## config.mk

```make
export PLATFORM = sky130hd
export DESIGN_NAME = control_unit
export DESIGN_NICKNAME = d
export VERILOG_FILES = /design/src/rtl/cu_pkg.sv /design/src/rtl/cu_decode.sv /design/src/rtl/control_unit.sv
export SDC_FILE = /design/constraint.sdc
export NUM_CORES = 1
export LEC_CHECK = 0
export ABC_CLOCK_PERIOD_IN_PS = 2690
export CORE_UTILIZATION = 33
export DETAILED_ROUTE_END_ITERATION = 6
export HOLD_SLACK_MARGIN = 0.05
export PLACE_DENSITY_LB_ADDON = 0.12
export SYNTH_ARGS = -nofsm -noshare
export SYNTH_HDL_FRONTEND = slang
export SYNTH_HIERARCHICAL = 1
export SYNTH_SLANG_ARGS = --single-unit
```

## constraint.sdc

```tcl
create_clock -name clk -period 2.69 [get_ports clk]
set_clock_uncertainty 0.2 [all_clocks]
set_input_delay 0.538 -clock clk [delete_from_list [all_inputs] [get_ports clk]]
set_output_delay 0.538 -clock clk [all_outputs]
set_load 0.05 [all_outputs]
```

## src/rtl/cu_pkg.sv

```systemverilog
// cu_pkg -- shared definitions for the control unit.
//   * opcode constants (ir[31:27])
//   * FSM state encoding (T0..T7, HALT)
//   * instruction class produced by cu_decode
//   * bit positions inside reg_enable and the one-hot bus select i
//   * ALU_ADD code used for effective-address and branch-target sums
`timescale 1ns/1ps
package cu_pkg;

  localparam int OPCODE_W = 5;
  localparam int ALU_W    = 6;

  // Opcodes
  localparam logic [OPCODE_W-1:0] OP_LD   = 5'b00000;
  localparam logic [OPCODE_W-1:0] OP_LDI  = 5'b00001;
  localparam logic [OPCODE_W-1:0] OP_ST   = 5'b00010;
  localparam logic [OPCODE_W-1:0] OP_ADD  = 5'b00011;
  localparam logic [OPCODE_W-1:0] OP_ROL  = 5'b01011;
  localparam logic [OPCODE_W-1:0] OP_ADDI = 5'b01100;
  localparam logic [OPCODE_W-1:0] OP_ANDI = 5'b01101;
  localparam logic [OPCODE_W-1:0] OP_ORI  = 5'b01110;
  localparam logic [OPCODE_W-1:0] OP_MUL  = 5'b01111;
  localparam logic [OPCODE_W-1:0] OP_DIV  = 5'b10000;
  localparam logic [OPCODE_W-1:0] OP_NEG  = 5'b10001;
  localparam logic [OPCODE_W-1:0] OP_NOT  = 5'b10010;
  localparam logic [OPCODE_W-1:0] OP_BR   = 5'b10011;
  localparam logic [OPCODE_W-1:0] OP_JR   = 5'b10100;
  localparam logic [OPCODE_W-1:0] OP_IN   = 5'b10110;
  localparam logic [OPCODE_W-1:0] OP_OUT  = 5'b10111;
  localparam logic [OPCODE_W-1:0] OP_MFHI = 5'b11000;
  localparam logic [OPCODE_W-1:0] OP_MFLO = 5'b11001;
  localparam logic [OPCODE_W-1:0] OP_NOP  = 5'b11010;
  localparam logic [OPCODE_W-1:0] OP_HALT = 5'b11011;

  localparam logic [ALU_W-1:0] ALU_ADD = 6'b000011;

  typedef enum logic [3:0] {
    ST_T0   = 4'd0,
    ST_T1   = 4'd1,
    ST_T2   = 4'd2,
    ST_T3   = 4'd3,
    ST_T4   = 4'd4,
    ST_T5   = 4'd5,
    ST_T6   = 4'd6,
    ST_T7   = 4'd7,
    ST_HALT = 4'd8
  } state_t;

  typedef enum logic [3:0] {
    CL_LD,
    CL_LDI,
    CL_ST,
    CL_ALU_R,    // add..rol
    CL_ALU_I,    // addi/andi/ori
    CL_UNARY,    // neg/not
    CL_MULDIV,
    CL_BR,
    CL_JR,
    CL_IN,
    CL_OUT,
    CL_MFHI,
    CL_MFLO,
    CL_NOP,
    CL_HALT,
    CL_ILLEGAL
  } op_class_t;

  // reg_enable bit positions
  localparam int EN_HI  = 16;
  localparam int EN_LO  = 17;
  localparam int EN_ZHI = 18;
  localparam int EN_ZLO = 19;
  localparam int EN_PC  = 20;
  localparam int EN_IR  = 21;
  localparam int EN_MDR = 22;
  localparam int EN_MAR = 23;
  localparam int EN_Y   = 24;

  // bus-source select bit positions (one-hot)
  localparam int SEL_HI     = 16;
  localparam int SEL_LO     = 17;
  localparam int SEL_ZHI    = 18;
  localparam int SEL_ZLO    = 19;
  localparam int SEL_PC     = 20;
  localparam int SEL_MDR    = 21;
  localparam int SEL_INPORT = 22;
  localparam int SEL_C      = 23;

  // ALU operation code for opcode-driven ALU steps: the opcode itself,
  // zero-extended to the ALU select width.
  function automatic logic [ALU_W-1:0] alu_code(input logic [OPCODE_W-1:0] opcode);
    return {1'b0, opcode};
  endfunction

endpackage

```

## src/rtl/cu_decode.sv

```systemverilog
// cu_decode -- combinational opcode classifier.
// Ports:
//   opcode    in  5  ir[31:27]
//   op_class  out    instruction class driving the execute sequence
//   last_step out    final execute state of the class; the FSM leaves the
//                    instruction (to T0 or HALT) after this state
`timescale 1ns/1ps
module cu_decode
  import cu_pkg::*;
(
  input  logic [OPCODE_W-1:0] opcode,
  output op_class_t           op_class,
  output state_t              last_step
);

  always_comb begin
    op_class  = CL_ILLEGAL;
    last_step = ST_T3;
    if (opcode inside {[OP_ADD:OP_ROL]}) begin
      op_class  = CL_ALU_R;
      last_step = ST_T5;
    end else begin
      case (opcode)
        OP_LD:                   begin op_class = CL_LD;     last_step = ST_T7; end
        OP_LDI:                  begin op_class = CL_LDI;    last_step = ST_T5; end
        OP_ST:                   begin op_class = CL_ST;     last_step = ST_T7; end
        OP_ADDI, OP_ANDI, OP_ORI: begin op_class = CL_ALU_I; last_step = ST_T5; end
        OP_MUL, OP_DIV:          begin op_class = CL_MULDIV; last_step = ST_T6; end
        OP_NEG, OP_NOT:          begin op_class = CL_UNARY;  last_step = ST_T4; end
        OP_BR:                   begin op_class = CL_BR;     last_step = ST_T6; end
        OP_JR:                   op_class = CL_JR;
        OP_IN:                   op_class = CL_IN;
        OP_OUT:                  op_class = CL_OUT;
        OP_MFHI:                 op_class = CL_MFHI;
        OP_MFLO:                 op_class = CL_MFLO;
        OP_NOP:                  op_class = CL_NOP;
        OP_HALT:                 op_class = CL_HALT;
        default:                 op_class = CL_ILLEGAL;
      endcase
    end
  end

endmodule

```

## src/rtl/control_unit.sv

```systemverilog
// control_unit -- multi-cycle CPU control sequencer (T0..T7, HALT).
// Ports:
//   clk         in   1  rising-edge clock
//   clr         in   1  asynchronous active-low reset
//   ir          in  32  current IR contents (opcode in ir[31:27])
//   con_ff      in   1  branch condition flip-flop
//   stop        in   1  halt request, honoured at the end of an instruction
//   reg_enable  out 32  register load enables
//   i           out 32  one-hot bus-source select
//   ALU_Sel     out  6  ALU operation
//   read/write, incPC, Gra/Grb/Grc, Rin/Rout, BAout, conIn, out_en
//               out  1  datapath strobes
//   run         out  1  high in every state except HALT
//   err         out  1  sticky illegal-opcode flag, cleared by reset
// Outputs are decoded combinationally from the current state and ir;
// the branch write-back step additionally qualifies on con_ff.
`timescale 1ns/1ps
module control_unit
  import cu_pkg::*;
(
  input  logic             clk,
  input  logic             clr,
  input  logic [31:0]      ir,
  input  logic             con_ff,
  input  logic             stop,
  output logic [31:0]      reg_enable,
  output logic [31:0]      i,
  output logic [ALU_W-1:0] ALU_Sel,
  output logic             read,
  output logic             write,
  output logic             incPC,
  output logic             Gra,
  output logic             Grb,
  output logic             Grc,
  output logic             Rin,
  output logic             Rout,
  output logic             BAout,
  output logic             conIn,
  output logic             out_en,
  output logic             run,
  output logic             err
);

  state_t                state;
  op_class_t             op_class;
  state_t                last_step;
  logic [OPCODE_W-1:0]   opcode;
  logic [26:0]           unused_ir_bits;

  assign opcode         = ir[31:27];
  assign unused_ir_bits = ir[26:0];

  cu_decode u_decode (
    .opcode    (opcode),
    .op_class  (op_class),
    .last_step (last_step)
  );

  // Sequencer: fetch states always advance; from T3 on, the decoded
  // last_step decides when the instruction is finished.
  always_ff @(posedge clk or negedge clr) begin
    if (!clr) begin
      state <= ST_T0;
      err   <= 1'b0;
    end else begin
      case (state)
        ST_HALT: state <= ST_HALT;
        ST_T0, ST_T1, ST_T2: state <= state_t'(state + 4'd1);
        default: begin
          if (state == last_step) begin
            if (op_class == CL_HALT) begin
              state <= ST_HALT;
            end else if (op_class == CL_ILLEGAL) begin
              state <= ST_HALT;
              err   <= 1'b1;
            end else begin
              state <= stop ? ST_HALT : ST_T0;
            end
          end else begin
            state <= state_t'(state + 4'd1);
          end
        end
      endcase
    end
  end

  // Output decode: every strobe defaults low; each state raises at most
  // one bus-select bit.
  always_comb begin
    reg_enable = '0;
    i          = '0;
    ALU_Sel    = '0;
    read       = 1'b0;
    write      = 1'b0;
    incPC      = 1'b0;
    Gra        = 1'b0;
    Grb        = 1'b0;
    Grc        = 1'b0;
    Rin        = 1'b0;
    Rout       = 1'b0;
    BAout      = 1'b0;
    conIn      = 1'b0;
    out_en     = 1'b0;
    run        = (state != ST_HALT);

    case (state)
      ST_T0: begin
        i[SEL_PC]          = 1'b1;
        reg_enable[EN_MAR] = 1'b1;
        incPC              = 1'b1;
      end
      ST_T1: begin
        read               = 1'b1;
        reg_enable[EN_MDR] = 1'b1;
      end
      ST_T2: begin
        i[SEL_MDR]         = 1'b1;
        reg_enable[EN_IR]  = 1'b1;
      end
      ST_HALT: begin
      end
      default: begin
        case (op_class)
          CL_ALU_R, CL_ALU_I: begin
            case (state)
              ST_T3: begin Grb = 1'b1; Rout = 1'b1; reg_enable[EN_Y] = 1'b1; end
              ST_T4: begin
                if (op_class == CL_ALU_I) begin
                  i[SEL_C] = 1'b1;
                end else begin
                  Grc  = 1'b1;
                  Rout = 1'b1;
                end
                ALU_Sel            = alu_code(opcode);
                reg_enable[EN_ZLO] = 1'b1;
              end
              ST_T5: begin i[SEL_ZLO] = 1'b1; Gra = 1'b1; Rin = 1'b1; end
              default: begin end
            endcase
          end
          CL_UNARY: begin
            case (state)
              ST_T3: begin
                Grb = 1'b1; Rout = 1'b1;
                ALU_Sel            = alu_code(opcode);
                reg_enable[EN_ZLO] = 1'b1;
              end
              ST_T4: begin i[SEL_ZLO] = 1'b1; Gra = 1'b1; Rin = 1'b1; end
              default: begin end
            endcase
          end
          CL_MULDIV: begin
            case (state)
              ST_T3: begin Gra = 1'b1; Rout = 1'b1; reg_enable[EN_Y] = 1'b1; end
              ST_T4: begin
                Grb = 1'b1; Rout = 1'b1;
                ALU_Sel            = alu_code(opcode);
                reg_enable[EN_ZHI] = 1'b1;
                reg_enable[EN_ZLO] = 1'b1;
              end
              ST_T5: begin i[SEL_ZLO] = 1'b1; reg_enable[EN_LO] = 1'b1; end
              ST_T6: begin i[SEL_ZHI] = 1'b1; reg_enable[EN_HI] = 1'b1; end
              default: begin end
            endcase
          end
          CL_LD, CL_LDI, CL_ST: begin
            // Shared effective-address phase: Z <= (Rb or 0) + C
            case (state)
              ST_T3: begin Grb = 1'b1; BAout = 1'b1; reg_enable[EN_Y] = 1'b1; end
              ST_T4: begin
                i[SEL_C]           = 1'b1;
                ALU_Sel            = ALU_ADD;
                reg_enable[EN_ZLO] = 1'b1;
              end
              ST_T5: begin
                i[SEL_ZLO] = 1'b1;
                if (op_class == CL_LDI) begin
                  Gra = 1'b1; Rin = 1'b1;
                end else begin
                  reg_enable[EN_MAR] = 1'b1;
                end
              end
              ST_T6: begin
                reg_enable[EN_MDR] = 1'b1;
                if (op_class == CL_LD) begin
                  read = 1'b1;
                end else begin
                  // st: MDR loads Ra from the bus, not from memory
                  Gra = 1'b1; Rout = 1'b1;
                end
              end
              ST_T7: begin
                if (op_class == CL_LD) begin
                  i[SEL_MDR] = 1'b1; Gra = 1'b1; Rin = 1'b1;
                end else begin
                  write = 1'b1;
                end
              end
              default: begin end
            endcase
          end
          CL_BR: begin
            case (state)
              ST_T3: begin Gra = 1'b1; Rout = 1'b1; conIn = 1'b1; end
              ST_T4: begin i[SEL_PC] = 1'b1; reg_enable[EN_Y] = 1'b1; end
              ST_T5: begin
                i[SEL_C]           = 1'b1;
                ALU_Sel            = ALU_ADD;
                reg_enable[EN_ZLO] = 1'b1;
              end
              ST_T6: begin
                if (con_ff) begin
                  i[SEL_ZLO]        = 1'b1;
                  reg_enable[EN_PC] = 1'b1;
                end
              end
              default: begin end
            endcase
          end
          CL_JR: begin
            if (state == ST_T3) begin Gra = 1'b1; Rout = 1'b1; reg_enable[EN_PC] = 1'b1; end
          end
          CL_IN: begin
            if (state == ST_T3) begin i[SEL_INPORT] = 1'b1; Gra = 1'b1; Rin = 1'b1; end
          end
          CL_OUT: begin
            if (state == ST_T3) begin Gra = 1'b1; Rout = 1'b1; out_en = 1'b1; end
          end
          CL_MFHI: begin
            if (state == ST_T3) begin i[SEL_HI] = 1'b1; Gra = 1'b1; Rin = 1'b1; end
          end
          CL_MFLO: begin
            if (state == ST_T3) begin i[SEL_LO] = 1'b1; Gra = 1'b1; Rin = 1'b1; end
          end
          default: begin end  // nop, halt, illegal: no datapath activity
        endcase
      end
    endcase
  end

endmodule

```

==> flow_summary.toml, run 1 <==
[final_layout]
final_nets = 384
area_growth_pct = 102
proportion_of_layout_cells_with_a_drive_suffix_above_1_pct = 60.6
mostFrequentLayoutCell = "sky130_fd_sc_hd__buf_4"
post_route_cell_area_um2 = 3430
post_layout_nonfiller_instances = 410
antenna-diode-count = 0
fill_cells = 350
mostFrequentLayoutCells = "68 x sky130_fd_sc_hd__buf_4, 49 x sky130_fd_sc_hd__conb_1, 25 x sky130_fd_sc_hd__buf_6, 23 x sky130_fd_sc_hd__buf_12"

[clocking]
cts_buffers = 3
tritoncts = "yes"
cts-hold-fix-buffers = 0
cts.sinks = 5
cts.reportedPaths.clkPinSlew_ns = 0.03
clock_tree.buffer_depth = 2
clock_latency_ns = 0.22
cts-htree-levels = 1
cts.root.buffer_cell = "sky130_fd_sc_hd__clkbuf_8"

[logic_synthesis]
synth_area_per_cell_um2 = 7.38
postSynth.asyncResetShare_pct = 100
yosys_most_used_dff = "sky130_fd_sc_hd__dfrtp_1"
synthesized_netlist_cell_count = 230
cell_area_after_synthesis_um2 = 1700
synth_largest_type_area_fraction_pct = 23.0
synth.lib_cells_used.distinct = 58
synth_seq_area_share_pct = 7.37
synth-edff-count = 0
netlist.top_cell.by_area = "sky130_fd_sc_hd__buf_4"
synthesis.yosys.warnings = 6
ys_top_cells_by_area = "sky130_fd_sc_hd__buf_4 23%, sky130_fd_sc_hd__dfrtp_1 7.4%, sky130_fd_sc_hd__buf_6 4.0%"
yosys_register_bits = 5

[worst_setup_path]
crit_slowest_cell = "sky130_fd_sc_hd__or3_4"
worstPathMaxFanout = 5
crit_end = "Gra"
crit_type = "input pin to primary output"
crit_buf_inv = 3
worstReg2RegEnd = "err$_DFFE_PN0P_"
timing.critical_path.from_type = "input pin"
path_cells = "buf_8 > or3_4 > a21oi_2 > a211oi_2 > buf_4 > or3b_4 > a211oi_2 > a21oi_2 > a311oi_4 > buf_12"
reg2reg_slack_ns = 0.70
worst-endpoint-required_ns = 1.95
worstPathArrival_ns = 2.52
beginning_of_the_critical_path = "ir[27]"
reg2reg_from = "state[0]$_DFF_PN0_"
reg2regPathDepth = 7
critical_path.endpoint_type = "primary output"
cp_num_cells = 10
cp_top_family = "compound AO/OA/AOI/OAI gates"
cp_slowest_stage_delay_ns = 0.38

[sta]
max_freq_mhz = 307
finalWorstSetupSlack_ns = -0.567
worstMarginPinSlew_ns = 0.500
period_share_pct = 121
timing.final.setup_violations = 31
maxSlewHeadroom_pct = 66.6
final_count_of_pins_violating_max_slew = 0
timing.final.hold_violations = 0
final.hold.worst_slack_ns = 0.274
setup_repair_after_global_routing_missed_its_margin = "true"
post-route-min-period_ns = 3.26

[global_route]
global_route_usage_over_all_layers_pct = 20.6
largest_net_degree_at_the_start_of_global_routing = 22
antenna_found_initial = 0
grt_pass1_wl_um = 8700
grt_pass1_vias = 1734
globalRouteOverflowTotal = 0

[floorplanning]
dieArea_um2 = 5440
dieHeight_um = 73.7
core_um2 = 4850
fp-row-count = 25
dieWidth_um = 73.7
initial_core_util_pct = 35.0
floorplan.io_pins = 119

[placed_design]
count_of_buffers_from_port_buffering = 43
gp_congestion = 0.830
numPlacedInstances = 383
place.detailed.hpwl_um = 4060
dpl-instance-area_um2 = 2840

[outcome]
outcome = "complete, but fails checks"
violated_checks = "negative setup slack"

[detailed_routing]
detail-route-antenna-nets = 0
remaining_design_rule_violation_count = 0
wirelength_um = 5470
drt_first_iter_violations = 126
drt-wirelength-per-cell_um = 13.3
vias = 1940
routed_via_density = 4.73
drt_first_pass_iters = 4

[power_and_ir_drop]
p_leak_nw = 1.51
power-per-cell-area_nw_per_um2 = 197
vdd_drop_max_v = 0.000323

[hold_path]
worstHoldPathType = "flip-flop to flip-flop"

[job]
maxcap_viol_count = 0
==> layer usage <==
layer / vias to the layer above / track usage (%) / part of all wire [%]
met5: - / 0 / 0
met1: 924 / 29.1 / 46
met4: 0 / 4.70 / 0.97
met3: 10 / 1.37 / 3.4
li1: 934 / - / -
met2: 72 / 34.0 / 49
==> final cells by class <==
cell class              instances  area [um2]  share of cell area [%]
multi-input cells             197        1740                    50.8
repair buffers                128        1400                    40.8
flip-flops and latches          5         125                    3.64
well taps                      67        83.8                    2.44
clock buffers                   4        45.0                    1.31
inverters                       9        33.8                   0.984
==> cell families (layout without fill, tap and decap cells) <==
| logic type | count (synthesis) | count (layout) | share of synthesized area [%] |
|---|---|---|---|
| simple gates | 83 | 83 | 29.8 |
| buf+inv | 75 | 141 | 31.1 |
| compound gates | 52 | 52 | 23.5 |
| xor+xnor | 7 | 7 | 3.61 |
| flops | 5 | 5 | 7.37 |
| fa+ha+maj | 4 | 4 | 2.95 |
| other cells | 2 | 49 | 0.442 |
| mux | 2 | 2 | 1.25 |
==> registers in the layout (all words and copies together), names as in the netlist <==
signal and flops:
err 1, state 4
==> worst min-delay path, cell delays in order (launching register included) <==
cell	delay, ns
sky130_fd_sc_hd__dfrtp_1	0.33
sky130_fd_sc_hd__inv_1	0.04
sky130_fd_sc_hd__o41ai_1	0.06
==> Yosys cell counts, types with 2 or more instances <==
cell type and n:
sky130_fd_sc_hd__a311oi_2 2, sky130_fd_sc_hd__o21bai_1 2, sky130_fd_sc_hd__nand2b_1 9, sky130_fd_sc_hd__a31oi_1 4
sky130_fd_sc_hd__nor3b_1 3, sky130_fd_sc_hd__and2_1 6, sky130_fd_sc_hd__nor2_1 16, sky130_fd_sc_hd__buf_6 6
sky130_fd_sc_hd__and3_1 2, sky130_fd_sc_hd__xor2_1 2, sky130_fd_sc_hd__and3b_1 4, sky130_fd_sc_hd__buf_2 5
sky130_fd_sc_hd__clkbuf_1 2, sky130_fd_sc_hd__ha_1 4, sky130_fd_sc_hd__o41ai_1 3, sky130_fd_sc_hd__o21ai_0 5
sky130_fd_sc_hd__or3_1 2, sky130_fd_sc_hd__nor2b_1 3, sky130_fd_sc_hd__nand3b_1 4, sky130_fd_sc_hd__o21a_1 2
sky130_fd_sc_hd__nor3_1 4, sky130_fd_sc_hd__nand2_1 10, sky130_fd_sc_hd__or2_2 2, sky130_fd_sc_hd__nand4_1 3
sky130_fd_sc_hd__dfrtp_1 5, sky130_fd_sc_hd__o22ai_1 2, sky130_fd_sc_hd__a21oi_1 7, sky130_fd_sc_hd__xnor2_1 5
sky130_fd_sc_hd__nand3_1 8, sky130_fd_sc_hd__buf_4 52, sky130_fd_sc_hd__conb_1 2, sky130_fd_sc_hd__inv_1 9
sky130_fd_sc_hd__a211oi_1 6, sky130_fd_sc_hd__a21o_1 5
==> what timing repair did <==
item                                    in CTS  in global routing
buffers inserted                            19                  5
resized for setup                          104                  9
endpoints found under the hold margin        0                  0
endpoints found under the setup margin      36                 31
pin swaps                                   36                 13
==> where the power goes <==
group	internal [mW]	total [mW]	switching (mW)	leakage (nW)
clock	0.102	0.136	0.0347	0.0228
sequential	0.0757	0.0757	0	0.0594
combinational	0.167	0.466	0.300	1.43
total	0.344	0.678	0.334	1.51
==> worst min path at each step <==
stage	cells past startpoint	start	slack, ns	endpoint
after global routing	2	err$_DFFE_PN0P_	0.29	err$_DFFE_PN0P_
after floorplan	0	clr	0.04	err$_DFFE_PN0P_
final	2	err$_DFFE_PN0P_	0.27	err$_DFFE_PN0P_
after detailed placement	2	err$_DFFE_PN0P_	0.27	err$_DFFE_PN0P_
after CTS	2	err$_DFFE_PN0P_	0.28	err$_DFFE_PN0P_
after global placement	2	err$_DFFE_PN0P_	0.26	err$_DFFE_PN0P_
==> stage by stage <==
stage	total power, mW	setup slack, ns	TNS [ns]	util [%]
after floorplan	0.396	-0.554	-7.72	-
after global placement	0.435	-0.992	-25.56	58.6
after detailed placement	0.436	-1.01	-26.30	58.6
after CTS	0.664	-0.581	-11.04	69.4
after global routing	0.711	-0.620	-13.68	70.8
final	0.678	-0.567	-11.38	70.8
(Power assumes the default switching activity.)
==> inputs of run 2 (changes only) <==
- TNS_END_PERCENT: not set -> 5
==> flow_summary.toml, run 2 (synthesis results as in run 1) <==
[detailed_routing]
remaining_design_rule_violation_count = 0
routed_via_density = 4.67
drt-wirelength-per-cell_um = 12.4
detail-route-antenna-nets = 0
wirelength_um = 4760
drt_first_iter_violations = 87
drt_first_pass_iters = 4
vias = 1790

[clocking]
cts_buffers = 3
cts.root.buffer_cell = "sky130_fd_sc_hd__clkbuf_8"
cts.reportedPaths.clkPinSlew_ns = 0.03
cts-hold-fix-buffers = 0
cts.sinks = 5
cts-htree-levels = 1
clock_tree.buffer_depth = 2
tritoncts = "yes"
cts_setup_buffers = 0
clock_latency_ns = 0.22

[global_route]
antenna_found_initial = 0
globalRouteOverflowTotal = 0
grt_pass1_vias = 1523
global_route_usage_over_all_layers_pct = 17.3
largest_net_degree_at_the_start_of_global_routing = 15
grt_pass1_wl_um = 7410

[floorplanning]
dieWidth_um = 73.7
fp-row-count = 25
initial_core_util_pct = 35.0
dieHeight_um = 73.7
dieArea_um2 = 5440
floorplan.io_pins = 119
core_um2 = 4850

[sta]
final.hold.worst_slack_ns = 0.294
fin_tns_setup_ns = -9.90
finalWorstSetupSlack_ns = -0.574
setup_repair_after_global_routing_missed_its_margin = "true"
max_freq_mhz = 306
final_count_of_pins_violating_max_slew = 0
worstMarginPinSlew_ns = 0.496
timing.final.setup_violations = 31
maxSlewHeadroom_pct = 66.8
post-route-min-period_ns = 3.26
timing.final.hold_violations = 0
period_share_pct = 121

[worst_setup_path]
worstPathMaxFanout = 4
reg2reg_from = "state[1]$_DFF_PN0_"
timing.critical_path.from_type = "input pin"
critical_path.endpoint_type = "primary output"
reg2regPathDepth = 7
crit_type = "input pin to primary output"
worstPathArrival_ns = 2.53
reg2reg_slack_ns = 0.70
worst-endpoint-required_ns = 1.95
crit_end = "Gra"
worstReg2RegEnd = "err$_DFFE_PN0P_"
beginning_of_the_critical_path = "ir[27]"

[placed_design]
place.detailed.hpwl_um = 3850
gp_congestion = 0.859
count_of_buffers_from_port_buffering = 43

[final_layout]
mostFrequentLayoutCells = "60 x sky130_fd_sc_hd__buf_4, 49 x sky130_fd_sc_hd__conb_1, 21 x sky130_fd_sc_hd__buf_12, 13 x sky130_fd_sc_hd__buf_6"
max_flop_register = "state"
area_growth_pct = 66.4
antenna-diode-count = 0
final_nets = 357
mostFrequentLayoutCell = "sky130_fd_sc_hd__buf_4"
largestRegisters = "state: 4 flops, err: 1 flops"
largest_register_ff_count = 4
proportion_of_layout_cells_with_a_drive_suffix_above_1_pct = 48.1
fill_cells = 480

[power_and_ir_drop]
fin_total_pwr_mw = 0.576
vdd_drop_max_v = 0.000249
power-per-cell-area_nw_per_um2 = 204
p_leak_nw = 1.28

[outcome]
outcome = "complete, but fails checks"
violated_checks = "negative setup slack"

[hold_path]
worstHoldPathType = "flip-flop to flip-flop"

[job]
maxcap_viol_count = 0
## run 2: layout make-up
class | instances | area, um2 | share of cell area [%]
well taps | 67 | 83.8 | 2.97
clock buffers | 3 | 41.3 | 1.46
multi-input cells | 197 | 1460 | 51.8
repair buffers | 101 | 1070 | 38.0
clock inverters | 1 | 5.00 | 0.177
inverters | 9 | 33.8 | 1.20
flip-flops and latches | 5 | 126 | 4.47
## run 2: worst min-delay path by stage
stage	startpoint	endpoint	slack, ns	cells after the start
floorplan	clr	err$_DFFE_PN0P_	0.04	0
global placement	err$_DFFE_PN0P_	err$_DFFE_PN0P_	0.26	2
detailed placement	err$_DFFE_PN0P_	err$_DFFE_PN0P_	0.29	2
CTS	err$_DFFE_PN0P_	err$_DFFE_PN0P_	0.30	2
global route	err$_DFFE_PN0P_	err$_DFFE_PN0P_	0.32	2
finish	err$_DFFE_PN0P_	err$_DFFE_PN0P_	0.29	2
## run 2: timing repair
action | in CTS | in global routing
pin swaps | 12 | 11
resized for setup | 51 | 16
endpoints found under the setup margin | 33 | 31
## run 2: per-layer routing
metal | up-vias | track usage [%] | share of wire (%)
met4 | 0 | 3.21 | 0.67
met1 | 844 | 25.3 | 46
li1 | 879 | - | -
met3 | 3 | 0.412 | 4.6
met5 | - | 0 | 0
met2 | 64 | 28.5 | 49
## run 2: power by group
group          leakage (nW)  switching (mW)  total [mW]  internal, mW
sequential           0.0578               0      0.0756        0.0756
combinational          1.20           0.259       0.362         0.103
clock                0.0255          0.0393       0.139        0.0996
total                  1.28           0.299       0.576         0.278
## run 2: metrics by stage
stage	setup slack (ns)	std cells	area, um2	utilization (%)
2_1_floorplan	-0.554	277	1980	-
3_3_place_gp	-0.978	379	2620	54.1
3_5_place_dp	-1.00	379	2620	54.1
4_1_cts	-0.611	383	2790	57.5
5_1_grt	-0.663	383	2830	58.3
6_report	-0.574	383	2830	58.3
## run 2: worst max-delay path: stages
cell,delay [ns]
sky130_fd_sc_hd__buf_6,0.10
sky130_fd_sc_hd__or3_4,0.37
sky130_fd_sc_hd__a21oi_2,0.14
sky130_fd_sc_hd__a211oi_2,0.05
sky130_fd_sc_hd__buf_4,0.16
sky130_fd_sc_hd__or3b_4,0.39
sky130_fd_sc_hd__a211oi_4,0.22
sky130_fd_sc_hd__a21oi_2,0.08
sky130_fd_sc_hd__a311oi_4,0.31
sky130_fd_sc_hd__buf_12,0.18
==> inputs of run 3 (changes only) <==
- CORE_UTILIZATION: 33 -> 32
- SYNTH_HIERARCHICAL: 1 -> not set
==> flow_summary.toml, run 3 <==
[outcome]
outcome = "complete, but fails checks"
violated_checks = "negative setup slack"

[final_layout]
largestRegisters = "state: 4 flops, err: 1 flops"
fill_cells = 430
largest_register_ff_count = 4
final_nets = 378
finalCoreUtilization_pct = 63.1
mostFrequentLayoutCell = "sky130_fd_sc_hd__buf_4"
antenna-diode-count = 0
mostFrequentLayoutCells = "71 x sky130_fd_sc_hd__buf_4, 48 x sky130_fd_sc_hd__conb_1, 31 x sky130_fd_sc_hd__buf_12, 20 x sky130_fd_sc_hd__nand2_1, 15 x sky130_fd_sc_hd__nor2_1"
max_flop_register = "state"
proportion_of_layout_cells_with_a_drive_suffix_above_1_pct = 47.8
area_growth_pct = 87.4

[clocking]
cts_buffers = 3
cts.sinks = 5
cts.reportedPaths.clkPinSlew_ns = 0.03
clock_latency_ns = 0.22
cts.root.buffer_cell = "sky130_fd_sc_hd__clkbuf_8"
tritoncts = "yes"
clock_tree.buffer_depth = 2
cts-htree-levels = 1
cts-hold-fix-buffers = 0

[worst_setup_path]
worstPathArrival_ns = 2.01
path_cells = "clkdlybuf4s15_2 > or2_4 > o22a_1 > o22ai_4 > nand2_4 > nor3b_4 > buf_12"
timing.critical_path.from_type = "input pin"
cp_slowest_stage_delay_ns = 0.27
worstPathMaxFanout = 5
critical_path.endpoint_type = "primary output"
crit_type = "input pin to primary output"
crit_slowest_cell = "sky130_fd_sc_hd__or2_4"
worst-endpoint-required_ns = 1.95

[power_and_ir_drop]
vdd_drop_max_v = 0.000611
power-per-cell-area_nw_per_um2 = 759
p_leak_nw = 1.33

[global_route]
antenna_found_initial = 0
grt_use_met1_pct = 27.8
grt.busiest_layer = "met2"
largest_net_degree_at_the_start_of_global_routing = 13
global_route_usage_over_all_layers_pct = 20.8
grt_pass1_vias = 1789
grt_pass1_wl_um = 8740
globalRouteOverflowTotal = 0
groute.layer.met2.usage_pct = 36.7
globalRouteMet3Util_pct = 0.552

[sta]
max_freq_mhz = 364
timing.final.hold_violations = 0
finalWorstSetupSlack_ns = -0.0598
final_count_of_pins_violating_max_slew = 0
post-route-min-period_ns = 2.75
final.hold.worst_slack_ns = 0.264
period_share_pct = 102
setup_repair_after_global_routing_missed_its_margin = "true"
timing.final.setup_violations = 8

[logic_synthesis]
ys_top_cells_by_area = "sky130_fd_sc_hd__buf_4 23%, sky130_fd_sc_hd__dfrtp_1 7.8%, sky130_fd_sc_hd__nand2_1 4.9%"
synth_commonest_cells = "50 x sky130_fd_sc_hd__buf_4, 21 x sky130_fd_sc_hd__nand2_1, 21 x sky130_fd_sc_hd__nor2_1"
synth_area_per_cell_um2 = 6.78
synth-edff-count = 0
yosys.cell_count.top_type = "sky130_fd_sc_hd__buf_4"
synthesized_netlist_cell_count = 238
netlist.top_cell.by_area = "sky130_fd_sc_hd__buf_4"
synthesis.yosys.warnings = 0
yosys_most_used_dff = "sky130_fd_sc_hd__dfrtp_1"
yosys_register_bits = 5
synth.lib_cells_used.distinct = 57
cell_area_after_synthesis_um2 = 1610
synth_largest_type_area_fraction_pct = 23.3
postSynth.asyncResetShare_pct = 100
synth_seq_area_share_pct = 7.76

[hold_path]
worstHoldPathType = "flip-flop to flip-flop"

[floorplanning]
initial_core_util_pct = 33.7
fp-row-count = 25
dieHeight_um = 73.0
dieWidth_um = 73.0
core_um2 = 4790
floorplan.io_pins = 119
dieArea_um2 = 5330

[detailed_routing]
wirelength_um = 5230
remaining_design_rule_violation_count = 0
drt-wirelength-per-cell_um = 12.9
vias = 1912
drt_first_iter_violations = 111
drt_first_pass_iters = 4
detail-route-antenna-nets = 0
routed_via_density = 4.73

[placed_design]
gp_congestion = 0.852
count_of_buffers_from_port_buffering = 43
place.detailed.hpwl_um = 4210

[job]
maxcap_viol_count = 0
-- run 3: cell count changes after synthesis, sizes merged, moves of 5 or more --
cell	change
a211oi	-5
nand2b	-8
nor2	+6
nand2	+12
nor3	+5
a21oi	+7
-- run 3: stage by stage --
stage	total power, mW	setup WS, ns	std cells	setup TNS (ns)	cell area, um2
3_3_place_gp	1.94	-0.431	396	-8.89	2790
5_1_grt	2.44	-0.113	404	-1.05	3020
3_5_place_dp	1.96	-0.454	396	-9.17	2790
4_1_cts	2.26	-0.0805	404	-0.236	2990
2_1_floorplan	1.27	-0.400	285	-5.93	1920
6_report	2.29	-0.0598	404	-0.180	3020
-- run 3: final timing paths --
check	startpoint	endpoint	slack, ns	cells past startpoint
min	err$_DFFE_PN0P_	err$_DFFE_PN0P_	0.26	1
max in group asynchronous	clr	state[2]$_DFF_PN0_	1.77	1
min in group asynchronous	clr	state[3]$_DFF_PN0_	0.34	1
max reg2reg	state[2]$_DFF_PN0_	state[3]$_DFF_PN0_	0.76	6
min reg2reg	err$_DFFE_PN0P_	err$_DFFE_PN0P_	0.26	1
max	ir[30]	ALU_Sel[2]	-0.06	7
-- run 3: cell type report --
type / count / area [um2] / share of cell area (%)
multi-input cells: 204 / 1440 / 47.8
repair buffers: 116 / 1290 / 42.8
flip-flops and latches: 5 / 125 / 4.14
well taps: 67 / 83.8 / 2.77
clock buffers: 4 / 45.0 / 1.49
inverters: 8 / 30.0 / 0.994
-- run 3: layer usage --
metal,vias to the layer above,share of wire [%]
met2,68,51
met4,0,1.3
li1,947,-
met3,6,4.0
met5,-,0
met1,891,44
-- run 3: cell families after synthesis --
logic type / after synthesis / synth area share [%]
flops: 5 / 7.76
fa+ha+maj: 4 / 3.10
compound gates: 56 / 25.3
other cells: 1 / 0.233
simple gates: 91 / 30.3
xor+xnor: 5 / 2.72
buf+inv: 76 / 30.6
-- run 3: worst max-delay path: cells and delay by family --
kind	cells	cell delay (ns)
simple gates	3	0.59
compound gates	2	0.50
buf+inv	2	0.38
-- run 3: where the power goes --
| group | total [mW] | internal [mW] | switching (mW) |
|---|---|---|---|
| clock | 0.139 | 0.102 | 0.0370 |
| combinational | 2.00 | 0.853 | 1.15 |
| sequential | 0.155 | 0.116 | 0.0393 |
-- run 3: what timing repair did --
item                       in CTS  in global routing
buffers inserted                4                  0
pin swaps                      12                 10
setup endpoints to repair      31                 20
gates resized for setup        45                 12
